--- src/rtl/alarm_msg_arbiter.sv ---
// Arbitrates alarm channels onto one message sender: latches alarm rising edges, grants one at a time,
// waits for tx_done (or a timeout), then holds off. Define ALARM_ARB_RR_EN for round-robin arbitration.

module alarm_ch_cell (
  input  logic clk,
  input  logic rst,
  input  logic alarm_in,
  input  logic grant,
  input  logic requeue,
  output logic pending
);
  logic alarm_d_q, seen_low_q, pend_q;
  logic alarm_d_d, seen_low_d, pend_d, rise;

  // A level already high when reset releases must drop before it can request.
  assign rise = alarm_in & ~alarm_d_q & seen_low_q;

  always_comb begin
    alarm_d_d  = alarm_in;
    seen_low_d = seen_low_q | ~alarm_in;
    pend_d     = pend_q;
    if (grant)   pend_d = 1'b0;
    if (requeue) pend_d = 1'b1;
    if (rise)    pend_d = 1'b1;
  end

  always_ff @(posedge clk or posedge rst) begin
    if (rst) begin
      alarm_d_q  <= 1'b0;
      seen_low_q <= 1'b0;
      pend_q     <= 1'b0;
    end else begin
      alarm_d_q  <= alarm_d_d;
      seen_low_q <= seen_low_d;
      pend_q     <= pend_d;
    end
  end

  assign pending = pend_q;
endmodule

module alarm_msg_arbiter #(
  parameter int N_CH        = 4,
  parameter int ID_W        = 3,
  parameter int HOLDOFF_CYC = 50_000_000,
  parameter int TIMEOUT_CYC = 500_000_000,
  parameter int CNT_W       = 32
) (
  input  logic            clk,
  input  logic            rst,
  input  logic [N_CH-1:0] alarm_in,
  input  logic            tx_busy,
  input  logic            tx_done,
  output logic            tx_start,
  output logic [ID_W-1:0] tx_msg_id,
  output logic [N_CH-1:0] pending,
  output logic            tx_timeout
);
  typedef enum logic [1:0] {IDLE, START, WAIT_DONE, HOLDOFF} state_t;

  state_t           state_q, state_d;
  logic [CNT_W-1:0] cnt_q, cnt_d;
  logic [ID_W-1:0]  gnt_q, gnt_d, sel;
  logic             grant_ev, requeue_ev;
  logic [N_CH-1:0]  gnt_vec, rq_vec;

  for (genvar i = 0; i < N_CH; i++) begin : g_ch
    assign gnt_vec[i] = grant_ev   && (gnt_q == ID_W'(i));
    assign rq_vec[i]  = requeue_ev && (gnt_q == ID_W'(i));
    alarm_ch_cell u_cell (
      .clk      (clk),
      .rst      (rst),
      .alarm_in (alarm_in[i]),
      .grant    (gnt_vec[i]),
      .requeue  (rq_vec[i]),
      .pending  (pending[i])
    );
  end

`ifdef ALARM_ARB_RR_EN
  logic [ID_W-1:0] last_q, last_d;
  logic [ID_W-1:0] sel_lo, sel_hi;
  logic            any_hi;

  // Lowest pending index above last grant, else wrap to the lowest pending index.
  always_comb begin
    sel_lo = '0;
    sel_hi = '0;
    any_hi = 1'b0;
    for (int i = N_CH-1; i >= 0; i--) begin
      if (pending[i]) begin
        sel_lo = ID_W'(i);
        if (ID_W'(i) > last_q) begin
          sel_hi = ID_W'(i);
          any_hi = 1'b1;
        end
      end
    end
    sel = any_hi ? sel_hi : sel_lo;
  end

  always_ff @(posedge clk or posedge rst) begin
    if (rst) last_q <= ID_W'(N_CH-1);
    else     last_q <= last_d;
  end

  always_comb begin
    last_d = last_q;
    if (state_q == START) last_d = gnt_q;
  end
`else
  always_comb begin
    sel = '0;
    for (int i = N_CH-1; i >= 0; i--)
      if (pending[i]) sel = ID_W'(i);
  end
`endif

  always_comb begin
    state_d    = state_q;
    cnt_d      = cnt_q;
    gnt_d      = gnt_q;
    tx_start   = 1'b0;
    tx_timeout = 1'b0;
    grant_ev   = 1'b0;
    requeue_ev = 1'b0;
    case (state_q)
      IDLE: begin
        if ((|pending) && !tx_busy) begin
          gnt_d   = sel;
          state_d = START;
        end
      end
      START: begin
        tx_start = 1'b1;
        grant_ev = 1'b1;
        cnt_d    = '0;
        state_d  = WAIT_DONE;
      end
      WAIT_DONE: begin
        // tx_done wins over a coincident expiry.
        if (tx_done) begin
          cnt_d   = '0;
          state_d = HOLDOFF;
        end else if (cnt_q == CNT_W'(TIMEOUT_CYC-1)) begin
          tx_timeout = 1'b1;
          requeue_ev = 1'b1;
          cnt_d      = '0;
          state_d    = HOLDOFF;
        end else begin
          cnt_d = cnt_q + CNT_W'(1);
        end
      end
      HOLDOFF: begin
        if (cnt_q == CNT_W'(HOLDOFF_CYC-1)) begin
          cnt_d   = '0;
          state_d = IDLE;
        end else begin
          cnt_d = cnt_q + CNT_W'(1);
        end
      end
      default: state_d = IDLE;
    endcase
  end

  always_ff @(posedge clk or posedge rst) begin
    if (rst) begin
      state_q <= IDLE;
      cnt_q   <= '0;
      gnt_q   <= '0;
    end else begin
      state_q <= state_d;
      cnt_q   <= cnt_d;
      gnt_q   <= gnt_d;
    end
  end

  assign tx_msg_id = gnt_q;
endmodule

--- config.mk ---
export PLATFORM = sky130hd
export DESIGN_NAME = alarm_msg_arbiter
export DESIGN_NICKNAME = d
export VERILOG_FILES = /design/src/rtl/alarm_msg_arbiter.sv
export SDC_FILE = /design/constraint.sdc
export NUM_CORES = 1
export LEC_CHECK = 0
export CELL_PAD_IN_SITES_DETAIL_PLACEMENT = 1
export CELL_PAD_IN_SITES_GLOBAL_PLACEMENT = 1
export CORE_ASPECT_RATIO = 1.2
export CORE_MARGIN = 1
export CORE_UTILIZATION = 45
export DETAILED_ROUTE_END_ITERATION = 16
export GPL_ROUTABILITY_DRIVEN = 0
export GPL_TIMING_DRIVEN = 0
export PLACE_DENSITY_LB_ADDON = 0.1
export SLEW_MARGIN = 25
export SYNTH_ARGS = -nofsm -noshare
export SYNTH_HDL_FRONTEND = slang
export SYNTH_SLANG_ARGS = --single-unit
export TNS_END_PERCENT = 50
--- constraint.sdc ---
create_clock -name clk -period 3.17 [get_ports clk]
set_clock_uncertainty 0.05 [all_clocks]
set_input_delay 0.634 -clock clk [delete_from_list [all_inputs] [get_ports clk]]
set_output_delay 0.634 -clock clk [all_outputs]
set_load 0.01 [all_outputs]
After elaboration in Yosys (flattened, before gate mapping)
Index checks and enable logic that the tools add are counted.

Register bits: 49. Input port bits: 8. Output and inout bits: 9. Word-level logic and storage cells: 96.

$add $sub $neg: 1. Equality and inequality tests: 11. Multiplexer cells: 29. Bitwise gates (word level): 20. Reductions and logical operators: 20.

Operator list (count): $mux 32 (3); $pmux 32 s3 (1); $add 32x1->32 const B (1); $eq 32x26->1 const B (1); $eq 32x29->1 const B (1); $mux 1 (16); $reduce_bool 3->1 (5); $mux 2 (5); $logic_and 1x1->1 (9); $mux 3 (3); $and 1x1->1 (8); $not 1->1 (8); $pmux 2 s4 (1); $eq 3x2->1 const B (2); $eq 2x2->1 const B (2); $ne 2x2->1 const B (2); $or 1x1->1 (4); $reduce_or 4->1 (1); $eq 3x1->1 const B (1); $logic_not 3->1 (1); $ne 3x3->1 const B (1); $reduce_and 3->1 (1); $eq 2x1->1 const B (1); $logic_not 2->1 (1); 2 further kinds (2).

Depth between registers and ports, before layout
Gate-level depths: netlist of run 1.

Depth in word-level cells: 7. Gate-level depth with buffers: 9. Mapped depth without buffers: 7.

Hierarchy
Synthesis of run 1 repeated with hierarchy kept, for this count alone.

Cells, all modules: 304. Area total of the unflattened synthesis: 2776.4 µm².

Modules (own cells, without submodules): alarm_msg_arbiter (instances 1, cells each 268, area an instance 2331.0 µm², seq. area each 900.9 µm²); alarm_ch_cell (instances 4, cells each 9, area an instance 111.4 µm², seq. area each 75.1 µm²).

Worst setup path before layout of run 1
Ideal clock, no wire load.

Path type: flip-flop to output port. From: register cnt_q[0]. To: output tx_timeout. Arrival time: 1.779 ns. Required time: 2.486 ns. Slack: 0.707 ns. Stages on the path, launching flop included: 6. Path buffers: 0. Cells stage by stage: dfrtp_1 ha_1 and4_1 nand4_1 or4_1 nor2_1.

Cells in the longest elaborated chain, start to end: 4.

RTL lines: from (decl) (line 62) `logic [CNT_W-1:0] cnt_q, cnt_d;`; from (signal assigned) (line 173) `cnt_q <= cnt_d;`; $eq 32x29->1 (line 145) `end else if (cnt_q == CNT_W'(TIMEOUT_CYC-1)) begin`; $mux 1 (line 145); $mux 1 (line 142) `if (tx_done) begin`; $mux 1 (line 127) `case (state_q)`; to (decl) (line 57) `output logic tx_timeout`.

Every way passes these cells.

Worst setup path in the final report of run 1
From: register cnt_q[25]. To: output tx_timeout.

Same word-level chain as after synthesis.

==> impl_results.rst, run 1 <==
.. list-table::
   :header-rows: 1

   * - Metric
     - Value
   * - Sum of routed wire segments on met1
     - 3402 um
   * - Worst path max stage delay
     - 0.52 ns
   * - Wire length of the first global-routing pass
     - 12,540 um
   * - Final routed DRC violation total
     - 0
   * - Tot Pwr
     - 1.992 mW
   * - Pin count of the biggest net entering global routing
     - 49
   * - Total CTS buffers
     - 5
   * - Later-pin clock latency in the skew report
     - 0.31 ns
   * - Clock slew at the register clock pins of the worst setup and hold paths
     - 0.10 ns
   * - Fmax
     - 332.4 MHz
   * - RSZ-0062 raised after global routing
     - no
   * - Commonest non-fill, non-tap cells in the layout
     - 48 x sky130_fd_sc_hd__dfrtp_1, 38 x sky130_fd_sc_hd__nand2_1, 26 x sky130_fd_sc_hd__nor2_1
   * - Clock tree from TritonCTS
     - done
   * - Floorplan die width
     - 73.71 um
   * - Leading register cell type out of synthesis
     - sky130_fd_sc_hd__dfrtp_1
   * - Highest metal used
     - met4
   * - Pins over their slew limit
     - 0
   * - Maximum net fanout on the critical path
     - 9
   * - Share of synthesized cell area in full adder, half adder and majority cells
     - 2.704%
   * - Number of antenna violations at the first check in global routing
     - 0
   * - Sum of negative setup slack
     - 0 ns
   * - Antenna diode instance count
     - 0
   * - Element type at the critical path end
     - output pin
   * - DP Worst Slack
     - -0.05936 ns
   * - Maximum VDD drop
     - 0.3465 mV
   * - First drt pass iteration count
     - 4
   * - Wire per inst
     - 17.95 um
   * - Data arrival time at the worst-slack endpoint
     - 2.32 ns
   * - Total wirelength of the detailed-routed design
     - 7577 um
   * - Area inside the core boundary
     - 0.006012 mm^2
   * - Fin. Hold Viols
     - 0
   * - Xor and xnor fraction of the mapped netlist area
     - 0%
   * - Count of unique library cells instantiated by Yosys
     - 51
   * - Die area
     - 0.006489 mm^2
   * - Count of boundary I/O pins
     - 17
   * - Nets in the synthesized netlist
     - 330
   * - Fraction of layout cells with a size suffix above 1
     - 9.412%
   * - Worst hold path type
     - flip-flop to flip-flop
   * - Via density per instance
     - 5.851
   * - Remaining number of nets flagged by the antenna check after routing
     - 0
   * - Worst setup path class
     - flip-flop to output pin
   * - Mux cell area share after synthesis
     - 3.695%
   * - Static power due to leakage
     - 1.240 nW
   * - WHS
     - 0.4245 ns
   * - HPWL after detailed placement
     - 5359 um
   * - Metal2 WL
     - 3902 um
   * - Main combinational cell family by area after synthesis
     - simple AND/OR/NAND/NOR gates
   * - Clock sink total
     - 48
   * - Status
     - finished, final reports clean
   * - Required time of the critical path
     - 2.49 ns
   * - H-Tree Level Count
     - 2
   * - Total number of placement rows
     - 31
   * - Slowest cell on the critical path
     - sky130_fd_sc_hd__or4_1
   * - Max_cap viols
     - 0
   * - Port Buffers
     - 15
   * - DR vias
     - 2,469
   * - Shortest clock period the worst path allows after layout
     - 3.008 ns
   * - Ordered list of cells on the worst path
     - clkbuf_1 > nor4b_1 > nand2_1 > or4_1 > nor2_2 > dlygate4sd2_1
   * - Number of enable flip-flop cells after synthesis
     - 0
   * - Worst Tran Pin Value
     - 0.6095 ns
   * - Setup violation total in the final timing report
     - 0
   * - Starting DRC count in detailed routing
     - 158
   * - Post-Synth Simple-Gate Area
     - 29.29%
   * - Fin worst setup slack
     - 0.1618 ns
   * - Compound-Gate Fraction of Synth Area
     - 15.32%
   * - Tot GR Track Use
     - 25.61%
   * - Rel. slew slack
     - 59.02%
   * - Number of global-route vias before repair
     - 2,520
   * - Layout area overhead
     - 13.47%
   * - Average instance area after synthesis
     - 8.786 um^2
   * - Crit share post-route
     - 94.89%
   * - Vertical die dimension
     - 88.05 um
   * - Number of warnings printed during yosys synthesis
     - 0
   * - Initial standard-cell utilization of the core
     - 46.18%
   * - Commonest non-fill, non-tap cell in the layout
     - sky130_fd_sc_hd__dfrtp_1
   * - Overall overflow remaining after global route
     - 0
   * - Fraction of registers with async set or reset after synthesis
     - 100.0%
   * - Netlist Area Pre-Place
     - 0.002776 mm^2
   * - Startpoint class of the critical path
     - flip-flop
   * - Total length of routed met3 wires
     - 174 um
   * - Buffer cell driving the clock tree root
     - sky130_fd_sc_hd__clkbuf_8
   * - Power per standard cell area
     - 632.4 mW/mm^2
   * - Number of buffers on the longest clock path
     - 2
   * - Net total in the final layout
     - 353
   * - Cells after Synth
     - 316
   * - Part of the Yosys area used for sequential elements
     - 43.26%
   * - Flop and latch count out of synthesis
     - 48
   * - Filler cell count
     - 701
stage by stage:
| step | std cells | util (%) | instance area, um^2 |
|---|---|---|---|
| 2_1_floorplan | 316 | - | 2776 |
| 3_3_place_gp | 413 | 50.39 | 3029 |
| 3_5_place_dp | 413 | 50.43 | 3032 |
| 4_1_cts | 422 | 52.34 | 3147 |
| 5_1_grt | 422 | 52.40 | 3151 |
| 6_report | 422 | 52.40 | 3151 |
registers in the layout, indices dropped and copies added, names as in the netlist:
signal,flops
g_ch.u_cell.seen_low_q,4
state_q,2
tx_msg_id,2
cnt_q,32
g_ch.u_cell.pending,4
g_ch.u_cell.alarm_d_q,4
cells in the mapped netlist (3+ instances only):
cell / number / area (um^2)
sky130_fd_sc_hd__or3_1: 9 / 56.30
sky130_fd_sc_hd__and4_1: 3 / 26.28
sky130_fd_sc_hd__mux2i_1: 8 / 80.08
sky130_fd_sc_hd__nand2b_1: 8 / 50.05
sky130_fd_sc_hd__nand3_1: 14 / 70.07
sky130_fd_sc_hd__clkbuf_1: 9 / 33.78
sky130_fd_sc_hd__a31oi_1: 4 / 25.02
sky130_fd_sc_hd__buf_2: 4 / 20.02
sky130_fd_sc_hd__a21o_1: 4 / 30.03
sky130_fd_sc_hd__o21ai_0: 18 / 90.09
sky130_fd_sc_hd__buf_4: 5 / 37.54
sky130_fd_sc_hd__nor4_1: 7 / 43.79
sky130_fd_sc_hd__o31ai_1: 9 / 67.56
sky130_fd_sc_hd__and2_1: 5 / 31.28
sky130_fd_sc_hd__nand2_1: 38 / 142.6
sky130_fd_sc_hd__and3_1: 4 / 25.02
sky130_fd_sc_hd__nand4_1: 10 / 62.56
sky130_fd_sc_hd__o311ai_0: 3 / 26.28
sky130_fd_sc_hd__or4_1: 4 / 30.03
sky130_fd_sc_hd__nor2_1: 27 / 101.4
sky130_fd_sc_hd__inv_1: 13 / 48.80
sky130_fd_sc_hd__ha_1: 6 / 75.07
sky130_fd_sc_hd__a21oi_1: 14 / 70.07
sky130_fd_sc_hd__dfrtp_1: 48 / 1201
sky130_fd_sc_hd__nor3_1: 6 / 30.03
logic make-up (layout without fill, tap and decap cells):
| group | count (synthesis) | in the layout |
|---|---|---|
| flip-flops | 48 | 48 |
| AO/OA/AOI/OAI | 67 | 67 |
| AND/OR/NAND/NOR | 151 | 151 |
| adder cells (fa/ha/maj) | 6 | 6 |
| other | 1 | 1 |
| buffers and inverters | 33 | 57 |
| multiplexers | 10 | 10 |
power by group:
part | total (mW) | switching, mW | internal [mW]
combinational | 0.850 | 0.537 | 0.313
clock | 0.399 | 0.222 | 0.177
sequential | 0.744 | 0.0719 | 0.672
total | 1.99 | 0.831 | 1.16
worst max-delay path: cells and delay by family (launching register included):
| kind | cells | cell delay (ns) |
|---|---|---|
| buf+inv | 2 | 0.50 |
| simple gates | 4 | 1.12 |
| flops | 1 | 0.38 |
final cells by class:
class                      instances  area [um^2]  area share (%)
buffer                            19        102.6           3.257
clock buffer                       6        82.58           2.621
clock inverter                     2        15.01          0.4766
inverter                          13        51.30           1.628
multi-input combinational        235         1431           45.43
sequential                        48         1201           38.13
tap                               82        102.6           3.257
timing repair buffer              17        163.9           5.203
what timing repair did:
| item | 4_1_cts | 5_1_grt |
|---|---|---|
| resized for setup | 4 | 1 |
| buffers inserted | 2 | 0 |
| hold buffers | 0 | 0 |
| endpoints found under the setup margin | 1 | 7 |
| pin swaps | 1 | 0 |
| cloned | 0 | 0 |
| hold endpoints to repair | 0 | 0 |
final timing paths:
path / from / endpoint / slack, ns / depth (start not counted)
max: cnt_q[25] / tx_timeout / 0.16 / 6
min reg2reg: g_ch[1].u_cell.seen_low_q / g_ch[1].u_cell.seen_low_q / 0.42 / 1
min: g_ch[1].u_cell.seen_low_q / g_ch[1].u_cell.seen_low_q / 0.42 / 1
max reg2reg: cnt_q[1] / cnt_q[3] / 0.19 / 9
min in group asynchronous: rst / g_ch[2].u_cell.seen_low_q / 0.70 / 2
max in group asynchronous: rst / cnt_q[13] / 1.94 / 2
per-layer routing:
layer,GRT usage (%),vias to the layer above
li1,-,1185
met1,31.57,1236
met2,45.95,39
met3,3.222,9
met4,8.217,0
met5,0,-
Note: power is estimated with default switching activity, not from simulation.
==> run 2, diff against run 1 <==
--- a/config.mk
+++ b/config.mk
@@ -9,11 +9,12 @@
 export CELL_PAD_IN_SITES_GLOBAL_PLACEMENT = 1
 export CORE_ASPECT_RATIO = 1.2
 export CORE_MARGIN = 1
-export CORE_UTILIZATION = 45
+export CORE_UTILIZATION = 40
 export DETAILED_ROUTE_END_ITERATION = 16
 export GPL_ROUTABILITY_DRIVEN = 0
 export GPL_TIMING_DRIVEN = 0
 export PLACE_DENSITY_LB_ADDON = 0.1
+export REMOVE_ABC_BUFFERS = 1
 export SLEW_MARGIN = 25
 export SYNTH_ARGS = -nofsm -noshare
 export SYNTH_HDL_FRONTEND = slang
==> impl_results.rst, run 2 (synthesized netlist as in run 1, its figures left out) <==
.. list-table::
   :header-rows: 1

   * - Metric
     - Value
   * - Number of global-route vias before repair
     - 2,522 (was 2,520)
   * - Commonest non-fill, non-tap cell in the layout
     - sky130_fd_sc_hd__dfrtp_1 (unchanged)
   * - Sum of negative setup slack
     - 0 ns (unchanged)
   * - Clock sink total
     - 48 (unchanged)
   * - Antenna diode instance count
     - 0 (unchanged)
   * - Status
     - finished, final reports clean (unchanged)
   * - Overall overflow remaining after global route
     - 0 (unchanged)
   * - Final routed DRC violation total
     - 0 (unchanged)
   * - Vertical die dimension
     - 93.27 um (was 88.05 um)
   * - Beginning of the critical path
     - cnt_q[1] (was cnt_q[25])
   * - Fin. Hold Viols
     - 0 (unchanged)
   * - Number of cells on the worst reg-to-reg path
     - 8 (was 9)
   * - Initial standard-cell utilization of the core
     - 42.28% (was 46.18%)
   * - Total number of placement rows
     - 32 (was 31)
   * - Pin count of the biggest net entering global routing
     - 49 (unchanged)
   * - Die area
     - 0.007280 mm^2 (was 0.006489 mm^2)
   * - Shortest clock period the worst path allows after layout
     - 3.074 ns (was 3.008 ns)
   * - Crit share post-route
     - 96.98% (was 94.89%)
   * - Wire length of the first global-routing pass
     - 12,530 um (was 12,540 um)
   * - Final standard cell utilization of the core
     - 47.31% (was 52.40%)
   * - Number of buffers on the longest clock path
     - 2 (unchanged)
   * - Total wirelength of the detailed-routed design
     - 7254 um (was 7577 um)
   * - Commonest non-fill, non-tap cells in the layout
     - 48 x sky130_fd_sc_hd__dfrtp_1, 38 x sky130_fd_sc_hd__nand2_1, 26 x sky130_fd_sc_hd__nor2_1 (unchanged)
   * - Flip-flop count of the largest register after layout
     - 32 (unchanged)
   * - Floorplan die width
     - 78.06 um (was 73.71 um)
   * - Pins over their slew limit
     - 0 (unchanged)
   * - Static power due to leakage
     - 1.209 nW (was 1.240 nW)
   * - Worst flop-to-flop path endpoint
     - state_q[1] (was cnt_q[3])
   * - RSZ-0062 raised after global routing
     - yes (was no)
   * - Clock tree from TritonCTS
     - done (unchanged)
   * - HPWL after detailed placement
     - 4928 um (was 5359 um)
   * - Fraction of layout cells with a size suffix above 1
     - 7.764% (was 9.412%)
   * - H-Tree Level Count
     - 2 (unchanged)
   * - Power per standard cell area
     - 644.3 mW/mm^2 (was 632.4 mW/mm^2)
   * - Clock slew at the register clock pins of the worst setup and hold paths
     - 0.09 ns (was 0.10 ns)
   * - DR vias
     - 2,383 (was 2,469)
   * - Fmax
     - 325.3 MHz (was 332.4 MHz)
   * - Starting DRC count in detailed routing
     - 90 (was 158)
   * - Startpoint class of the critical path
     - flip-flop (unchanged)
   * - Element type at the critical path end
     - output pin (unchanged)
   * - Maximum VDD drop
     - 0.2620 mV (was 0.3465 mV)
   * - Via density per instance
     - 5.855 (was 5.851)
   * - First drt pass iteration count
     - 4 (unchanged)
   * - Port Buffers
     - 15 (unchanged)
   * - Setup violation total in the final timing report
     - 0 (unchanged)
   * - Layout area overhead
     - 11.90% (was 13.47%)
   * - Tot GR Track Use
     - 22.14% (was 25.61%)
   * - Number of antenna violations at the first check in global routing
     - 0 (unchanged)
   * - Critical Path Sink
     - tx_timeout (unchanged)
   * - Data arrival time at the worst-slack endpoint
     - 2.39 ns (was 2.32 ns)
   * - Worst setup path class
     - flip-flop to output pin (unchanged)
   * - Worst reg2reg startpoint
     - cnt_q[1] (unchanged)
   * - Worst hold path type
     - flip-flop to flip-flop (unchanged)
   * - Dpl cells
     - 397 (was 413)
   * - Post-route insts no fill
     - 407 (was 422)
   * - Cell area after layout
     - 0.003107 mm^2 (was 0.003151 mm^2)
   * - Worst Tran Pin Value
     - 0.9196 ns (was 0.6095 ns)
   * - Count of boundary I/O pins
     - 17 (unchanged)
   * - Cell area after placement
     - 0.002963 mm^2 (was 0.003032 mm^2)
   * - Tot Pwr
     - 2.002 mW (was 1.992 mW)
   * - Net total in the final layout
     - 335 (was 353)
   * - Wire per inst
     - 17.82 um (was 17.95 um)
   * - Later-pin clock latency in the skew report
     - 0.30 ns (was 0.31 ns)
   * - Area inside the core boundary
     - 0.006566 mm^2 (was 0.006012 mm^2)
   * - Maximum net fanout on the critical path
     - 5 (was 9)
   * - Total CTS buffers
     - 5 (unchanged)
   * - Max_cap viols
     - 0 (unchanged)
   * - Remaining number of nets flagged by the antenna check after routing
     - 0 (unchanged)
   * - Setup slack of the most critical reg-to-reg path
     - 0.39 ns (was 0.19 ns)
   * - Biggest register
     - cnt_q (unchanged)
   * - Required time of the critical path
     - 2.49 ns (about the same)
   * - Buffer cell driving the clock tree root
     - sky130_fd_sc_hd__clkbuf_8 (unchanged)
   * - Rel. slew slack
     - 38.68% (was 59.02%)
[run 2: worst min path at each step]
| stage | from | slack (ns) | cells after the start | endpoint |
|---|---|---|---|---|
| floorplan | g_ch[0].u_cell.seen_low_q | 0.39 | 1 | g_ch[0].u_cell.seen_low_q |
| global placement | g_ch[0].u_cell.seen_low_q | 0.40 | 1 | g_ch[0].u_cell.seen_low_q |
| detailed placement | g_ch[3].u_cell.seen_low_q | 0.41 | 1 | g_ch[3].u_cell.seen_low_q |
| CTS | g_ch[3].u_cell.seen_low_q | 0.43 | 1 | g_ch[3].u_cell.seen_low_q |
| global route | g_ch[3].u_cell.seen_low_q | 0.44 | 1 | g_ch[3].u_cell.seen_low_q |
| finish | g_ch[3].u_cell.seen_low_q | 0.43 | 1 | g_ch[3].u_cell.seen_low_q |
[run 2: worst max-delay path, stage by stage, from the launching register on]
cell and delay [ns]:
sky130_fd_sc_hd__dfrtp_1 0.39, sky130_fd_sc_hd__ha_2 0.23, sky130_fd_sc_hd__and4_2 0.29, sky130_fd_sc_hd__nand4_1 0.15, sky130_fd_sc_hd__or4_1 0.60, sky130_fd_sc_hd__nor2_4 0.13, sky130_fd_sc_hd__dlygate4sd2_1 0.28
[run 2: power by group]
group	internal (mW)	leakage (nW)	switching, mW	total [mW]
combinational	0.310	0.539	0.488	0.798
sequential	0.672	0.614	0.0750	0.747
clock	0.235	0.0552	0.223	0.457
[run 2: through the flow]
stage	setup WS, ns	hold slack, ns
2_1_floorplan	0.7072	0.3850
3_3_place_gp	-0.4193	0.3992
3_5_place_dp	-0.1143	0.4057
4_1_cts	0.05507	0.4277
5_1_grt	-0.02330	0.4410
6_report	0.09568	0.4268
[run 2: timing repair]
| item | 4_1_cts | 5_1_grt |
|---|---|---|
| pin swaps | 1 | 0 |
| endpoints found under the setup margin | 3 | 16 |
| hold buffers | 0 | 0 |
| setup buffers | 2 | 0 |
| resized for setup | 5 | 3 |
| gates cloned | 0 | 0 |
[run 2: layout make-up]
| cell class | count | area [um^2] |
|---|---|---|
| timing repair buffer | 18 | 191.4 |
| tap | 85 | 106.4 |
| inverter | 13 | 51.30 |
| clock buffer | 6 | 72.57 |
| fill | 778 | 3460 |
| sequential | 48 | 1201 |
| clock inverter | 2 | 35.03 |
| multi-input combinational | 235 | 1449 |
[run 2: layer usage]
metal	vias to the layer above	global-route usage (%)	routed length, um
met5	-	0	0
met4	0	7.099	100
met3	9	3.122	163
met2	27	40.64	3763
met1	1195	26.35	3226
li1	1152	-	-
